`config.mk`:
```
export PLATFORM = sky130hd
export DESIGN_NAME = seq_0100_frame_tx
export DESIGN_NICKNAME = d
export VERILOG_FILES = /design/src/rtl/seq_tx_pkg.sv /design/src/rtl/piso_shift_reg.sv /design/src/rtl/seq_0100_frame_tx.sv
export SDC_FILE = /design/constraint.sdc
export NUM_CORES = 1
export LEC_CHECK = 0
export CAP_MARGIN = 5
export CORE_MARGIN = 3
export CORE_UTILIZATION = 43
export CTS_CLUSTER_DIAMETER = 50
export CTS_CLUSTER_SIZE = 20
export DETAILED_ROUTE_END_ITERATION = 16
export GPL_TIMING_DRIVEN = 0
export PLACE_DENSITY = 0.73
export SLEW_MARGIN = 20
export SYNTH_ARGS = -nofsm -noshare
export SYNTH_HDL_FRONTEND = slang
export SYNTH_SLANG_ARGS = --single-unit
```
`constraint.sdc`:
```
create_clock -name clk -period 1.37 [get_ports clk]
set_clock_uncertainty 0.05 [all_clocks]
set_input_delay 0.274 -clock clk [delete_from_list [all_inputs] [get_ports clk]]
set_output_delay 0.274 -clock clk [all_outputs]
set_load 0.02 [all_outputs]
```
`src/rtl/seq_tx_pkg.sv`:
```
// rtl/seq_tx_pkg.sv - shared states and marker constants for the 0100 frame transmitter
package seq_tx_pkg;

  typedef enum logic [1:0] {
    IDLE = 2'd0,
    PRE  = 2'd1,
    DATA = 2'd2
  } state_t;

  localparam logic [3:0] MARKER     = 4'b0100;
  localparam int         MARKER_LEN = 4;

endpackage

```
`src/rtl/piso_shift_reg.sv`:
```
// rtl/piso_shift_reg.sv - parallel-load, MSB-first shift register with load/shift enables
module piso_shift_reg #(
  parameter int   W    = 12,
  parameter logic FILL = 1'b1
) (
  input  logic         clk,
  input  logic         rst_n,
  input  logic         load,
  input  logic         shift,
  input  logic [W-1:0] pdata,
  output logic         sout
);

  logic [W-1:0] sr;
  logic [W-1:0] shifted;

  // Shifting in FILL means the register drains to the idle level on its own,
  // so sout can drive the line directly between frames.
  always_comb begin
    shifted = (sr << 1) | W'(FILL);
  end

  always_ff @(posedge clk or negedge rst_n) begin
    if (!rst_n) begin
      sr <= {W{FILL}};
    end else if (load) begin
      sr <= pdata;
    end else if (shift) begin
      sr <= shifted;
    end
  end

  assign sout = sr[W-1];

endmodule

```
`src/rtl/seq_0100_frame_tx.sv`:
```
// rtl/seq_0100_frame_tx.sv - serial frame transmitter feeding a 0100 detector
// Optional marker prefix enabled by macro SEQ_TX_PREAMBLE_EN.
module seq_0100_frame_tx
  import seq_tx_pkg::*;
#(
  parameter int   WIDTH      = 8,
  parameter logic IDLE_LEVEL = 1'b1
) (
  input  logic             clk,
  input  logic             rst_n,
  input  logic [WIDTH-1:0] data_in,
  input  logic             valid,
  output logic             ready,
  output logic             x,
  output logic             x_vld,
  output logic             last,
  output logic             busy
);

  localparam int CW = $clog2(WIDTH + MARKER_LEN);
  localparam logic [CW-1:0] CNT_ONE   = CW'(1);
  localparam logic [CW-1:0] DATA_LAST = CW'(WIDTH - 1);

`ifdef SEQ_TX_PREAMBLE_EN
  localparam int            SW       = WIDTH + MARKER_LEN;
  localparam state_t        FIRST    = PRE;
  localparam logic [CW-1:0] PRE_LAST = CW'(MARKER_LEN - 1);
`else
  localparam int            SW       = WIDTH;
  localparam state_t        FIRST    = DATA;
`endif

  state_t        state, state_d;
  logic [CW-1:0] bit_cnt, bit_cnt_d;
  logic          accept;
  logic [SW-1:0] frame_word;

`ifdef SEQ_TX_PREAMBLE_EN
  assign frame_word = {MARKER, data_in};
`else
  assign frame_word = data_in;
`endif

  always_comb begin
    state_d   = state;
    bit_cnt_d = bit_cnt + CNT_ONE;
    ready     = 1'b0;
    case (state)
      IDLE: begin
        ready     = 1'b1;
        bit_cnt_d = '0;
        if (valid) state_d = FIRST;
      end
`ifdef SEQ_TX_PREAMBLE_EN
      PRE: begin
        if (bit_cnt == PRE_LAST) begin
          state_d   = DATA;
          bit_cnt_d = '0;
        end
      end
`endif
      DATA: begin
        // Final payload bit: take the next word here to avoid an idle gap.
        if (bit_cnt == DATA_LAST) begin
          ready     = 1'b1;
          bit_cnt_d = '0;
          state_d   = valid ? FIRST : IDLE;
        end
      end
      default: begin
        state_d   = IDLE;
        bit_cnt_d = '0;
      end
    endcase
  end

  always_ff @(posedge clk or negedge rst_n) begin
    if (!rst_n) begin
      state   <= IDLE;
      bit_cnt <= '0;
    end else begin
      state   <= state_d;
      bit_cnt <= bit_cnt_d;
    end
  end

  assign accept = valid & ready;

  piso_shift_reg #(
    .W    (SW),
    .FILL (IDLE_LEVEL)
  ) u_piso (
    .clk   (clk),
    .rst_n (rst_n),
    .load  (accept),
    .shift ((state != IDLE) & ~accept),
    .pdata (frame_word),
    .sout  (x)
  );

  assign busy  = (state != IDLE);
  assign x_vld = busy;
  assign last  = (state == DATA) && (bit_cnt == DATA_LAST);

endmodule
```
==> impl_results.md, run 1 <==
* Status: finished, violations left
* Failing checks: setup timing
* Routed WL at 1.72 mm
* Layout Nets at 103
* Synth area leaders: dfstp_2, dfrtp_1, mux2_1, a21oi_2, o22ai_1
* Pwr Total at 2.05 mW
* First-pass GRT wire length at 2.50 mm
* CP required at 1.05 ns
* Share of the synthesized area in the top cell type at 29.5%
* Clock-pin transition on the worst setup and hold timing paths at 0.08 ns
* IO Pins at 16
* Cell Rows at 14
* Yosys cell types at 23
* Filler cells at 119
* Fin Setup TNS at -0.847 ns
* Hold Vio Cnt, Final at 0
* WHS at 0.319 ns
* Fin crit share at 114%
* Crit path launch type: flop
* HP Class: in -> async
* Clk_lat worst skew at 0.27 ns
* Pwr dens at 1850 nW/um^2
* CTS buffer count at 3
* Final Max Slew Viols at 0
* RSZ-0062 raised after global routing: yes
* Max Freq at 0.638 GHz
* Die height at 46.7 um
* Commonest non-fill, non-tap cell in the layout: clkdlybuf4s50_1
* Synth warn at 0
* CP arrival at 1.24 ns
* # DRC at 0
* Placed insts at 94
* Post-place instance area at 897 um^2
* Cell Chain, Critical Path: ha_4, nand2_4, nor3b_4, buf_6
* Vias in the first global route at 524
* Total Routing Usage GR at 17.4%
* DRT antenna net count at 0
* Largest net degree at the start of global routing at 14
* Port Buffer Count at 15
* Post-DP HPWL at 981 um
* Worst Path Max Fanout at 2
* Setup WS post-layout at -0.198 ns
* Largest area contributor in the netlist: dfstp_2
* Synthesized cell area at 712 um^2
* Fin cells at 106
* Core box area at 1520 um^2
* Vias per std cell at 5.50
* CTS root buf: clkbuf_4
* H-tree depth at 1
* Vias at 583
* CTS tree: done
* Leak at 0.482 nW
* N_diodes at 0
* Detailed-router iteration count before antenna repair at 4
* Worst vdd ir at 1.06 mV
* Area Growth Syn to Fin at 56.2%
* Chip Width at 46.7 um
* Final Wtd Congestion at 0.692
* Syn Nets at 75
* Hold-fix buffers, CTS at 0
* Avg WL per Cell at 16.2 um
* Mean Syn Cell Area at 11.3 um^2
* Number of antenna violations at the first check in global routing at 0
* Crit end category: primary output
* Commonest non-fill, non-tap cells in the layout: clkdlybuf4s50_1, buf_4, dfstp_2
* Max incr delay on CP at 0.40 ns
* Top_reg_cell synth: dfstp_2
* Setup CP Type: reg -> out
* Worst-Margin Slew at 0.590 ns
* Initial Utilization at 46.7%
* EDFF count, synth at 0
* Worst relative slew slack at 60.5%
* Total grt overflow at 0
* Final min period at 1.57 ns
* Initial DRC count at 3
* Clock Sinks at 13
* Post-synth ARST share at 100%
* Final instance area at 1110 um^2
* Ratio of cells with drive above 1 in the final layout at 55.6%
* Worst path slowest cell: dfrtp_1
* Mapped Cells at 63
* DP Worst Slack at -0.612 ns
* Clock Path Buffers at 2
* Yosys reg bits at 13
* # setup viols final at 11
* Register area share after synthesis at 47.1%
* Max-cap viol count at 0
* Overall die area at 2180 um^2
* Final core occ at 73.0%
-- power breakdown --
group	switching, mW	total (mW)	internal [mW]
Combinational	0.498	1.07	0.572
Sequential	0.156	0.745	0.589
Clock	0.125	0.238	0.113
-- worst paths after layout --
kind | cells after the start | startpoint | slack [ns] | to
worst max-delay path | 4 | bit_cnt[1]$_DFF_PN0_ | -0.20 | last
worst min-delay path | 1 | rst_n | 0.32 | bit_cnt[1]$_DFF_PN0_
worst max register to register | 7 | bit_cnt[1]$_DFF_PN0_ | -0.07 | u_piso.sr[5]$_DFFE_PN1P_
worst min register to register | 2 | u_piso.sr[1]$_DFFE_PN1P_ | 0.43 | u_piso.sr[2]$_DFFE_PN1P_
max in group asynchronous | 1 | rst_n | 0.54 | state[1]$_DFFE_PN0P_
min in group clk | 2 | u_piso.sr[1]$_DFFE_PN1P_ | 0.43 | u_piso.sr[2]$_DFFE_PN1P_
-- worst max-delay path, delay by kind of cell (launching register included) --
kind,cells,cell delay [ns]
flops,1,0.40
buf+inv,1,0.14
fa+ha+maj,1,0.17
simple gates,2,0.25
-- layout make-up --
cell class / count / area (um^2) / share of cell area (%)
plain buffers: 3 / 27.5 / 2.47
clock buffers: 4 / 26.3 / 2.36
inverters: 7 / 26.3 / 2.36
multi-input cells: 39 / 452 / 40.6
flip-flops and latches: 13 / 337 / 30.3
well taps: 16 / 20.0 / 1.80
repair buffers: 24 / 224 / 20.1
-- cells in the mapped netlist (2+ instances only) --
cell     count
a21oi_2      7
and2_1       2
buf_4        2
dfrtp_1      5
dfstp_2      8
inv_1        7
mux2_1       7
nand2_1      2
nor2_1       2
o21ai_0      2
o22ai_1      7
-- cells by family (layout without fill, tap and decap cells) --
family | Yosys count | after routing | share of synthesized area, %
fa+ha+maj | 1 | 1 | 1.76
simple gates | 12 | 12 | 12.0
flops | 13 | 13 | 47.1
xor+xnor | 1 | 1 | 1.23
mux | 8 | 8 | 12.5
compound gates | 17 | 17 | 17.6
buf+inv | 11 | 38 | 7.91
-- registers in the layout, summed over array words and instances, names as in the netlist --
name	flops
state	1
bit_cnt	4
u_piso.sr	8
-- per-layer routing --
layer	part of all wire (%)	global-route usage, %
met3	4.0	3.52
met2	53	28.0
met5	0	0
met1	41	22.0
met4	1.6	8.29
-- what timing repair did --
| item | in CTS | in global routing |
|---|---|---|
| endpoints found under the hold margin | 0 | 0 |
| gates cloned | 0 | 0 |
| gates resized for setup | 29 | 22 |
| pin swaps | 3 | 4 |
| endpoints found under the setup margin | 12 | 11 |
| buffers inserted | 6 | 3 |
Note: power is estimated with default switching activity, not from simulation.
==> run 2: changes to the inputs <==
Settings changed: CORE_UTILIZATION 43 to 51, PLACE_DENSITY 0.73 to 0.81.
Clock period 1.37 ns to 2 ns, I/O delays scaled along.
==> impl_results.md, run 2 (same netlist as run 1, synthesis figures left out) <==
* Status: finished clean
* Worst vdd ir at 0.812 mV (-23%)
* Final instance area at 905 um^2 (-19%)
* Post-CTS setup buffer count at 0 (-6)
* Chip Width at 43.4 um (-7.1%)
* WHS at 0.417 ns (+0.0982 ns)
* Post-place instance area at 880 um^2 (-2.0%)
* Max-cap viol count at 0 (unchanged)
* Port Buffer Count at 15 (unchanged)
* Final Max Slew Viols at 0 (unchanged)
* Hold-fix buffers, CTS at 0 (unchanged)
* DP Worst Slack at -0.197 ns (+0.414 ns)
* Gate power share at 43.4% (-8.7 points)
* Pwr dens at 1250 nW/um^2 (-32%)
* Core box area at 1200 um^2 (-21%)
* Largest registers: u_piso.sr x8, bit_cnt x4, state x1
* Final Wtd Congestion at 0.718 (+3.8%)
* Avg WL per Cell at 13.8 um (-15%)
* Hold Vio Cnt, Final at 0 (unchanged)
* Detailed-router iteration count before antenna repair at 3 (-1)
* Critical Path Sink: ready
* Cell Chain, Critical Path: ha_2, nand2_1, o21ai_1, clkdlybuf4s15_2
* HP Class: reg -> reg
* CTS buffer count at 3 (unchanged)
* RR Startpoint: bit_cnt[0]$_DFF_PN0_
* Sw Ratio at 35.9% (-2.0 points)
* Overall die area at 1880 um^2 (-14%)
* First-pass GRT wire length at 2.28 mm (-8.8%)
* GR peak layer: met2
* Cell Rows at 12 (-2)
* Crit path launch type: flop
* CTS root buf: clkbuf_4
* Clock share of power at 14.3% (+2.7 points)
* CTS tree: done
* M1 GR Usage at 22.7% (+0.69 points)
* Routing usage on met2 at 24.5% (-3.5 points)
* Layout Nets at 95 (-7.8%)
* Internal power at 0.728 mW (-43%)
* Clk_lat worst skew at 0.27 ns (about the same)
* # DRC at 0 (unchanged)
* Met3 usage at 4.15% (+0.63 points)
* DRT antenna net count at 0 (unchanged)
* Vias in the first global route at 510 (-2.7%)
* Largest register by flop count: u_piso.sr
* Post-DP HPWL at 978 um (-0.32%)
* Largest net degree at the start of global routing at 14 (unchanged)
* N_diodes at 0 (unchanged)
* CP required at 1.55 ns (+0.50 ns)
* R2R depth at 5 (-2)
* Clock-pin transition on the worst setup and hold timing paths at 0.08 ns (about the same)
* Vias at 521 (-11%)
* Final min period at 1.98 ns
* H-tree depth at 1 (unchanged)
* Crit end category: primary output
* Worst path slowest cell: dfrtp_1
* Number of antenna violations at the first check in global routing at 0 (unchanged)
* Clock Sinks at 13 (unchanged)
* Max reg flops at 8 (unchanged)
* Fin crit share at 99.1%
* Initial Utilization at 59.3% (+13 points)
* Area Growth Syn to Fin at 27.1%
* Clock Path Buffers at 2 (unchanged)
* Max incr delay on CP at 0.38 ns (-0.02 ns)
* Max Freq at 0.504 GHz
* Total Routing Usage GR at 16.5% (-0.92 points)
* Initial DRC count at 8 (+5)
* Flop-to-flop setup slack at 0.56 ns (+0.63 ns)
* Worst reg2reg endpoint: u_piso.sr[7]$_DFFE_PN1P_
* IO Pins at 16 (unchanged)
* RSZ-0062 raised after global routing: yes
* Die height at 43.4 um (-7.1%)
* Setup WS post-layout at 0.0177 ns (+0.216 ns)
* Total grt overflow at 0 (unchanged)
* Routed WL at 1.33 mm (-23%)
* Commonest non-fill, non-tap cells in the layout: clkdlybuf4s50_1, dfstp_2
* Crit path launch: bit_cnt[0]$_DFF_PN0_
* Sw power at 0.407 mW (-48%)
* Leak at 0.408 nW (-15%)
* Vias per std cell at 5.43 (-1.3%)
* # setup viols final at 0 (-11)
* CP arrival at 1.53 ns (+0.29 ns)
* Setup CP Type: reg -> out
* Commonest non-fill, non-tap cell in the layout: clkdlybuf4s50_1
* Worst relative slew slack at 62.4% (+1.9 points)
* Worst-Margin Slew at 0.562 ns (-0.0283 ns)
* Worst Path Max Fanout at 4 (+2)
* Sequential share of power at 42.2% (+5.9 points)
* Ratio of cells with drive above 1 in the final layout at 32.9% (-23 points)
[run 2: changes by cell type in the layout (fill, tap and decap cells not counted), sizes merged]
cell | before | now
buf | 15 | 3
clkdlybuf4s50 | 10 | 13
clkdlybuf4s15 | 0 | 1
[run 2: area by class of cell]
| type | count | area, um^2 |
|---|---|---|
| Fill cell | 86 | 297 |
| Inverter | 7 | 26.3 |
| Buffer | 4 | 30.0 |
| Tap cell | 14 | 17.5 |
| Multi-Input combinational cell | 39 | 323 |
| Clock buffer | 4 | 26.3 |
| Sequential cell | 13 | 335 |
| Timing Repair Buffer | 15 | 146 |
[run 2: stage by stage]
| stage | utilization (%) | power (mW) | setup TNS, ns | cells |
|---|---|---|---|---|
| after floorplan | - | 0.819 | 0 | 63 |
| after global placement | 73.2 | 0.956 | -0.138 | 92 |
| after detailed placement | 73.2 | 0.981 | -0.218 | 92 |
| after CTS | 75.6 | 1.14 | 0 | 96 |
| after global routing | 75.3 | 1.22 | -0.0820 | 96 |
| final | 75.3 | 1.14 | 0 | 96 |
[run 2: worst min-delay path by stage]
stage	start	end	slack, ns	cells after the start
2_1_floorplan	rst_n	bit_cnt[0]$_DFF_PN0_	0.05	0
3_3_place_gp	bit_cnt[0]$_DFF_PN0_	bit_cnt[0]$_DFF_PN0_	0.40	1
3_5_place_dp	u_piso.sr[4]$_DFFE_PN1P_	u_piso.sr[5]$_DFFE_PN1P_	0.41	2
4_1_cts	u_piso.sr[4]$_DFFE_PN1P_	u_piso.sr[5]$_DFFE_PN1P_	0.42	2
5_1_grt	u_piso.sr[2]$_DFFE_PN1P_	u_piso.sr[3]$_DFFE_PN1P_	0.43	2
6_report	u_piso.sr[4]$_DFFE_PN1P_	u_piso.sr[5]$_DFFE_PN1P_	0.42	2
[run 2: power by group through the flow]
stage / clock network, mW / registers (mW) / logic [mW]
floorplan: 0 / 0.479 / 0.341
global placement: 0 / 0.476 / 0.480
detailed placement: 0 / 0.483 / 0.498
CTS: 0.167 / 0.479 / 0.498
global route: 0.180 / 0.496 / 0.545
finish: 0.163 / 0.479 / 0.493
[run 2: repair_timing]
item                                    CTS  global route
cloned                                    0             0
pin swaps                                 0             0
endpoints found under the setup margin    2             2
gates resized for setup                   6             3
[run 2: critical path: cells and delay by family, from the launching register on]
| kind | cells | cell delay (ns) |
|---|---|---|
| buf+inv | 1 | 0.30 |
| fa+ha+maj | 1 | 0.25 |
| compound gates | 1 | 0.23 |
| simple gates | 1 | 0.09 |
| flops | 1 | 0.38 |
[run 2: routing by layer]
metal | vias up | wire length (um)
li1 | 255 | -
met1 | 248 | 609
met2 | 13 | 615
met3 | 5 | 79
met4 | 0 | 25
met5 | - | 0
